## src/rtl/trng_sampler.sv

```systemverilog
// Ring-oscillator TRNG front end: XOR + 2-flop sync, discard, repetition-count health test, W-bit packer.
// Optional von Neumann debiasing on post-discard samples when VN_CORRECTOR_EN is defined.
`timescale 1ns/1ps
module trng_sampler #(
  parameter int NRO       = 40,
  parameter int W         = 32,
  parameter int DISCARD   = 64,
  parameter int RCT_LIMIT = 32
) (
  input  logic           CLK,
  input  logic           RESET,
  input  logic [NRO-1:0] RO_IN,
  input  logic           EN,
  output logic [W-1:0]   DATA_O,
  output logic           VALID_O,
  input  logic           READY_I,
  output logic           FAIL_O
);

  localparam int CW = $clog2(W + 1);
  localparam int DW = $clog2(DISCARD + 2);

  logic          sync1_q, sync1_d;
  logic          sync2_q, sync2_d;
  logic [DW-1:0] disc_cnt_q, disc_cnt_d;
  logic [7:0]    rct_cnt_q, rct_cnt_d;
  logic          prev_q, prev_d;
  logic [W-1:0]  acc_q, acc_d;
  logic [CW-1:0] bit_cnt_q, bit_cnt_d;
  logic [W-1:0]  data_q, data_d;
  logic          valid_q, valid_d;
  logic          fail_q, fail_d;

  logic          raw_bit;
  logic          post_smp;
  logic          bit_vld;
  logic          bit_dat;
  logic          out_free;
  logic          acc_full;

  assign raw_bit = sync2_q;

  always_comb begin
    sync1_d    = ^RO_IN;
    sync2_d    = sync1_q;
    disc_cnt_d = disc_cnt_q;
    post_smp   = 1'b0;
    if (EN) begin
      if (disc_cnt_q < DW'(DISCARD)) begin
        disc_cnt_d = disc_cnt_q + DW'(1);
      end else begin
        post_smp = 1'b1;
      end
    end
  end

  // Health test sees every post-discard sample, before any debiasing.
  always_comb begin
    rct_cnt_d = rct_cnt_q;
    prev_d    = prev_q;
    if (post_smp) begin
      prev_d = raw_bit;
      if (rct_cnt_q == 8'd0 || raw_bit != prev_q) begin
        rct_cnt_d = 8'd1;
      end else if (rct_cnt_q < 8'(RCT_LIMIT)) begin
        rct_cnt_d = rct_cnt_q + 8'd1;
      end
    end
    fail_d = fail_q | (rct_cnt_d == 8'(RCT_LIMIT));
  end

`ifdef VN_CORRECTOR_EN
  logic pair_q, pair_d;
  logic first_q, first_d;

  // Second sample of a pair emits the first sample when the two differ.
  always_comb begin
    pair_d  = pair_q;
    first_d = first_q;
    bit_vld = 1'b0;
    bit_dat = first_q;
    if (post_smp && !fail_q) begin
      if (!pair_q) begin
        pair_d  = 1'b1;
        first_d = raw_bit;
      end else begin
        pair_d  = 1'b0;
        bit_vld = (first_q != raw_bit);
      end
    end
  end

  always_ff @(posedge CLK) begin
    if (RESET) begin
      pair_q  <= 1'b0;
      first_q <= 1'b0;
    end else begin
      pair_q  <= pair_d;
      first_q <= first_d;
    end
  end
`else
  assign bit_vld = post_smp & ~fail_q;
  assign bit_dat = raw_bit;
`endif

  always_comb begin
    acc_d     = acc_q;
    bit_cnt_d = bit_cnt_q;
    data_d    = data_q;
    valid_d   = valid_q;
    out_free  = ~valid_q | READY_I;
    acc_full  = (bit_cnt_q == CW'(W));
    if (valid_q && READY_I) begin
      valid_d = 1'b0;
    end
    if (!fail_q) begin
      if (acc_full) begin
        // A full accumulator waits for the output register; meanwhile new bits are lost.
        if (out_free) begin
          data_d    = acc_q;
          valid_d   = 1'b1;
          bit_cnt_d = '0;
          if (bit_vld) begin
            acc_d     = (acc_q << 1) | W'(bit_dat);
            bit_cnt_d = CW'(1);
          end
        end
      end else if (bit_vld) begin
        acc_d = (acc_q << 1) | W'(bit_dat);
        if (bit_cnt_q == CW'(W - 1) && out_free) begin
          data_d    = acc_d;
          valid_d   = 1'b1;
          bit_cnt_d = '0;
        end else begin
          bit_cnt_d = bit_cnt_q + CW'(1);
        end
      end
    end
    if (fail_d) begin
      valid_d = 1'b0;
      data_d  = '0;
    end
  end

  always_ff @(posedge CLK) begin
    if (RESET) begin
      sync1_q    <= 1'b0;
      sync2_q    <= 1'b0;
      disc_cnt_q <= '0;
      rct_cnt_q  <= '0;
      prev_q     <= 1'b0;
      acc_q      <= '0;
      bit_cnt_q  <= '0;
      data_q     <= '0;
      valid_q    <= 1'b0;
      fail_q     <= 1'b0;
    end else begin
      sync1_q    <= sync1_d;
      sync2_q    <= sync2_d;
      disc_cnt_q <= disc_cnt_d;
      rct_cnt_q  <= rct_cnt_d;
      prev_q     <= prev_d;
      acc_q      <= acc_d;
      bit_cnt_q  <= bit_cnt_d;
      data_q     <= data_d;
      valid_q    <= valid_d;
      fail_q     <= fail_d;
    end
  end

  assign DATA_O  = data_q;
  assign VALID_O = valid_q;
  assign FAIL_O  = fail_q;

endmodule
```

## config.mk

```make
export PLATFORM = sky130hd
export DESIGN_NAME = trng_sampler
export DESIGN_NICKNAME = d
export VERILOG_FILES = /design/src/rtl/trng_sampler.sv
export SDC_FILE = /design/constraint.sdc
export NUM_CORES = 1
export LEC_CHECK = 0
export BUFFER_PORTS_ARGS = -buffer_cell sky130_fd_sc_hd__clkbuf_2
export CAP_MARGIN = 20
export CORE_ASPECT_RATIO = 1.1
export CORE_MARGIN = 4
export CORE_UTILIZATION = 51
export DETAILED_ROUTE_END_ITERATION = 10
export GPL_TIMING_DRIVEN = 0
export PLACE_DENSITY_LB_ADDON = 0.1
export SYNTH_ARGS = -nofsm -noshare
export SYNTH_HDL_FRONTEND = slang
export SYNTH_SLANG_ARGS = --single-unit
```

## constraint.sdc

```tcl
create_clock -name CLK -period 5.21 [get_ports CLK]
set_input_delay 0.7815 -clock CLK [delete_from_list [all_inputs] [get_ports CLK]]
set_output_delay 0.7815 -clock CLK [all_outputs]
set_load 0.03 [all_outputs]
```

Word level (Yosys, flattened, before mapping)
Index checks and enable logic that the tools add are counted.

Output and inout port bits: 34. Input port bits: 44. Flip-flop bits (word level): 90.

Order comparisons: 2. Reduce and logical (&&, ||, !) cells: 12. Bitwise gates (word level): 6. Eq/ne operators: 5. Add/sub/neg operators: 3. Mux-type cells: 23.

Operators with widths (number): $mux 32 (7); $reduce_xor 40->1 (1); $or 32x1->32 (1); $mux 6 (4); $mux 8 (3); $mux 1 (9); $add 8x1->8 const B (1); $eq 8x6->1 const B (1); $logic_not 8->1 (1); $lt 8x6->1 const B (1); $add 7x1->7 const B (1); $lt 7x7->1 const B (1); $add 6x1->6 const B (1); $eq 6x5->1 const B (1); $eq 6x6->1 const B (1); $reduce_and 2->1 (2); $reduce_and 4->1 (1); $reduce_bool 2->1 (2); $reduce_and 3->1 (1); $logic_and 1x1->1 (2); $ne 2x2->1 const B (1); $not 1->1 (2); $or 1x1->1 (2); $reduce_or 2->1 (1); 3 further kinds (3).

Depth between registers and ports, before layout
Depth after elaboration: 7. Depth in mapped cells: 9. Gate-level depth less buffers: 8.

Worst setup path before layout
OpenSTA, ideal clock, no wires.

Path kind: input to register. Start: input port EN. End: register data_q[1] (netlist: DATA_O[1]). Stages on the path: 9. Slack: 2.755 ns. Arrival time: 2.308 ns. Buffers on the path: 4. Cells stage by stage: and2_1 buf_2 nand4b_1 a21oi_1 nor2b_1 buf_2 clkbuf_1 clkbuf_1 a311oi_2.

Cells in the longest elaborated chain, start to end: 5.

Ends and longest elaborated chain: start, declared (line 13) `input logic EN,`; $mux 1 * (line 48) `if (EN) begin`; $mux 8 (line 61) `if (post_smp) begin`; $eq 8x6->1 (line 69) `fail_d = fail_q | (rct_cnt_d == 8'(RCT_LIMIT));`; $or 1x1->1 (line 69); $reduce_or 2->1 (no source line); end signal, assigned (line 166) `data_q <= data_d;`; end, declared (line 30) `logic [W-1:0] data_q, data_d;`.

Every way passes the cells marked *; elsewhere a longest branch is shown, timed or not. A chain may end at the register's enable or synchronous reset.

Worst setup path after layout
Start: input port EN. End: register data_q[31] (netlist: DATA_O[31]).

The elaborated chain is that of the path after synthesis.

==> reports/summary.txt <==
DIE
-------------------------------------------------------------------------------------
Die extent in x                                                               93.5 µm
IO Pins                                                                            78
CORE AREA                                                                    7870 µm²
Placement row count                                                                34
Initial Util                                                                    52.1%
Die height                                                                     102 µm
DIE AREA                                                                     9550 µm²

CTS
-------------------------------------------------------------------------------------
Post-CTS setup buffers                                                              0
Clk Tree Root Cell                                                           clkbuf_8
Count of clock tree sinks                                                          90
Total clock buffers created by CTS                                                  9
Clock-pin transition on the worst setup and hold timing paths                 0.09 ns
Number of H-tree levels                                                             3
Max Buffers Root-to-Sink                                                            2
TritonCTS clock tree                                                             done
Worst-skew pair later-pin latency                                             0.36 ns
Gates resized, CTS repair                                                           0
Number of buffers inserted for hold repair after clock tree synthesis               0

SYNTH
-------------------------------------------------------------------------------------
Synth Net Count                                                                   554
Combined area of all synthesized cells                                       4100 µm²
Synthesized area per cell                                                    8.13 µm²
Number of warnings reported in the yosys synthesis log                              0
Gate Count Post-Synth                                                             505
Post-synthesis register bit count                                                  90
Seq/Total Area, Yosys                                                           43.9%
Distinct cell type count after synthesis                                           38

DRT
-------------------------------------------------------------------------------------
Count of nets left with antenna violations after detail routing                     0
DRC Markers                                                                         0
Number of DRC markers in iteration 0                                              197
Wire length per cell after detailed routing                                   12.5 µm
Final wirelength                                                              8.85 mm
First-pass DRT Iterations                                                           4
Average vias per placed instance                                                 5.16
Vias after detailed routing                                                      3645

PLACED DESIGN
-------------------------------------------------------------------------------------
Dpl hpwl                                                                      6.74 mm
Placed cells                                                                      690
Final weighted congestion in routability-driven placement                       0.859
IO Port Bufs                                                                       77

TIMING
-------------------------------------------------------------------------------------
Highest achievable clock rate                                               0.359 GHz
Worst slew margin relative to its limit                                         62.7%
RSZ-0062 raised after global routing                                               no
Final-report setup violation count                                                  0
Clock Skews                                                                 0.0154 ns
Hold violation total from the final report                                          0
Total negative setup slack                                                       0 ns
Tightest Pin Transition                                                      0.560 ns
Final period utilization                                                        53.5%
Final critical delay including setup and external delays                      2.78 ns
Final slew viol count                                                               0
Worst slack on hold paths                                                    0.444 ns

POWER AND IR DROP
-------------------------------------------------------------------------------------
Peak supply drop                                                             0.143 mV
Reported leakage power                                                        1.70 nW
Power per standard cell area                                               276 nW/µm²

FINAL LAYOUT
-------------------------------------------------------------------------------------
Fraction of final layout cells with drive strength greater than 1               17.4%
Area occupied by registers                                                   1800 µm²
Area of combinational cells with multiple inputs                             2130 µm²
Antenna Diode Count                                                                 0
Fill cells                                                                        746
NumNets Final                                                                     642
Non-filler cells, final                                                           706
Commonest cells after routing, fill and taps aside                       139 x nand2_1, 90 x dfxtp_1, 77 x clkbuf_2, 54 x nor2_1, 38 x a21oi_1
Final design utilization                                                        61.4%
Most frequent standard cell in the layout excluding fill and tap cells        nand2_1
Area growth from synthesis to layout                                            17.8%

GRT
-------------------------------------------------------------------------------------
Largest net degree at the start of global routing                                  17
Congestion Overflow GR                                                              0
Number of antenna violations at the first check in global routing                   0
First-pass GRT wire length                                                    15.2 mm
Total track usage                                                               19.5%
Vias in the first global route                                                   3447

WORST SETUP PATH
-------------------------------------------------------------------------------------
Worst Setup Start Kind                                                      input pin
Critical path endpoint category                                              register
Largest fanout on the critical path                                                10
Req. time, crit path                                                          5.42 ns
Worst endpoint data arrival time                                              2.99 ns
Reg-to-reg setup timing slack                                                 2.46 ns
Worst Setup Path Type                                                    input pin to register

OUTCOME
-------------------------------------------------------------------------------------
Result of the run                                                        complete, no violations

FLOW RUN
-------------------------------------------------------------------------------------
Max-cap violations                                                                  0

HOLD PATH
-------------------------------------------------------------------------------------
Min-delay worst type                                                     register to register

report_power, final:
group          switching, W  total, W  internal, W
clock network      0.000257  0.000497     0.000240
registers        0.00000375  0.000698     0.000694
logic             0.0000601  0.000138    0.0000780
flip-flops by register name (all words and copies together) (netlist names):
name,count
prev_q,1
rct_cnt_q,8
VALID_O,1
bit_dat,1
FAIL_O,1
sync1_q,1
bit_cnt_q,6
DATA_O,32
disc_cnt_q,7
acc_q,32
worst max-delay path, cell delays in order:
cell and delay, ns:
clkbuf_2 0.15, and2_1 0.14, buf_2 0.18, nand4b_1 0.13, a21oi_1 0.22, nor2b_1 0.14
buf_2 0.17, clkbuf_1 0.38, clkbuf_1 0.49, a311oi_1 0.19
worst paths after layout:
path / startpoint / endpoint / cells past startpoint
worst min-delay path: sync1_q / bit_dat / 1
worst min register to register: sync1_q / bit_dat / 1
worst max register to register: bit_cnt_q[2] / DATA_O[31] / 8
worst max-delay path: EN / DATA_O[31] / 10
per-layer routing:
metal	up-vias	GRT usage, %	wire length [µm]
li1	1889	-	-
met1	1634	24.9	3990
met2	112	33.6	4220
met3	10	4.49	552
met4	0	4.67	82
met5	-	0	0
cell families after synthesis:
logic type	after synthesis	share of synthesized area, %
AOI/OAI and AO/OA	85	14.7
xor gates and xnor gates	51	11.2
adders and majority gates	5	1.52
buffers and inverters	40	4.27
DFF	90	43.9
muxes	2	0.488
and+or+nand+nor	232	23.9
synthesized netlist by cell type, drive strengths merged:
| library cell | n | area, µm² |
|---|---|---|
| nand2b | 2 | 12.5 |
| nor2b | 4 | 25.0 |
| nand3 | 3 | 15.0 |
| xnor3 | 1 | 22.5 |
| a31oi | 3 | 18.8 |
| mux2i | 2 | 20.0 |
| a21boi | 2 | 15.0 |
| buf | 8 | 55.1 |
| nand4 | 6 | 37.5 |
| and3 | 3 | 18.8 |
| or3 | 3 | 18.8 |
| ha | 5 | 62.6 |
| o21ai | 5 | 25.0 |
| inv | 8 | 30.0 |
| nor3 | 6 | 30.0 |
| nor4 | 3 | 18.8 |
| xnor2 | 34 | 298 |
| a41oi | 1 | 8.76 |
| a21oi | 38 | 190 |
| a311oi | 32 | 299 |
| nor2 | 54 | 203 |
| a211oi | 1 | 7.51 |
| clkbuf | 24 | 90.1 |
| o32a | 1 | 10.0 |
| o211ai | 1 | 21.3 |
| nand2 | 139 | 522 |
| or4b | 1 | 10.0 |
| xor2 | 16 | 140 |
| dfxtp | 90 | 1800 |
| nor4b | 1 | 15.0 |
| o32ai | 1 | 8.76 |
| and2 | 4 | 25.0 |
| nand4b | 2 | 17.5 |
| or4 | 1 | 11.3 |
per-stage QoR:
stage | area [µm²] | power, W | setup slack [ns]
2_1_floorplan | 4100 | 0.000819 | 2.75
3_3_place_gp | 4620 | 0.000851 | 2.14
3_5_place_dp | 4620 | 0.000855 | 2.03
4_1_cts | 4830 | 0.00135 | 2.44
5_1_grt | 4830 | 0.00138 | 2.15
6_report | 4830 | 0.00133 | 2.43
area by class of cell:
class | count | area share (%)
Buffer | 32 | 3.00
Clock buffer | 10 | 2.85
Clock inverter | 6 | 1.50
Inverter | 8 | 0.621
Multi-Input combinational cell | 375 | 44.0
Sequential cell | 90 | 37.3
Tap cell | 108 | 2.80
Timing Repair Buffer | 77 | 7.97
(Power assumes the default switching activity.)
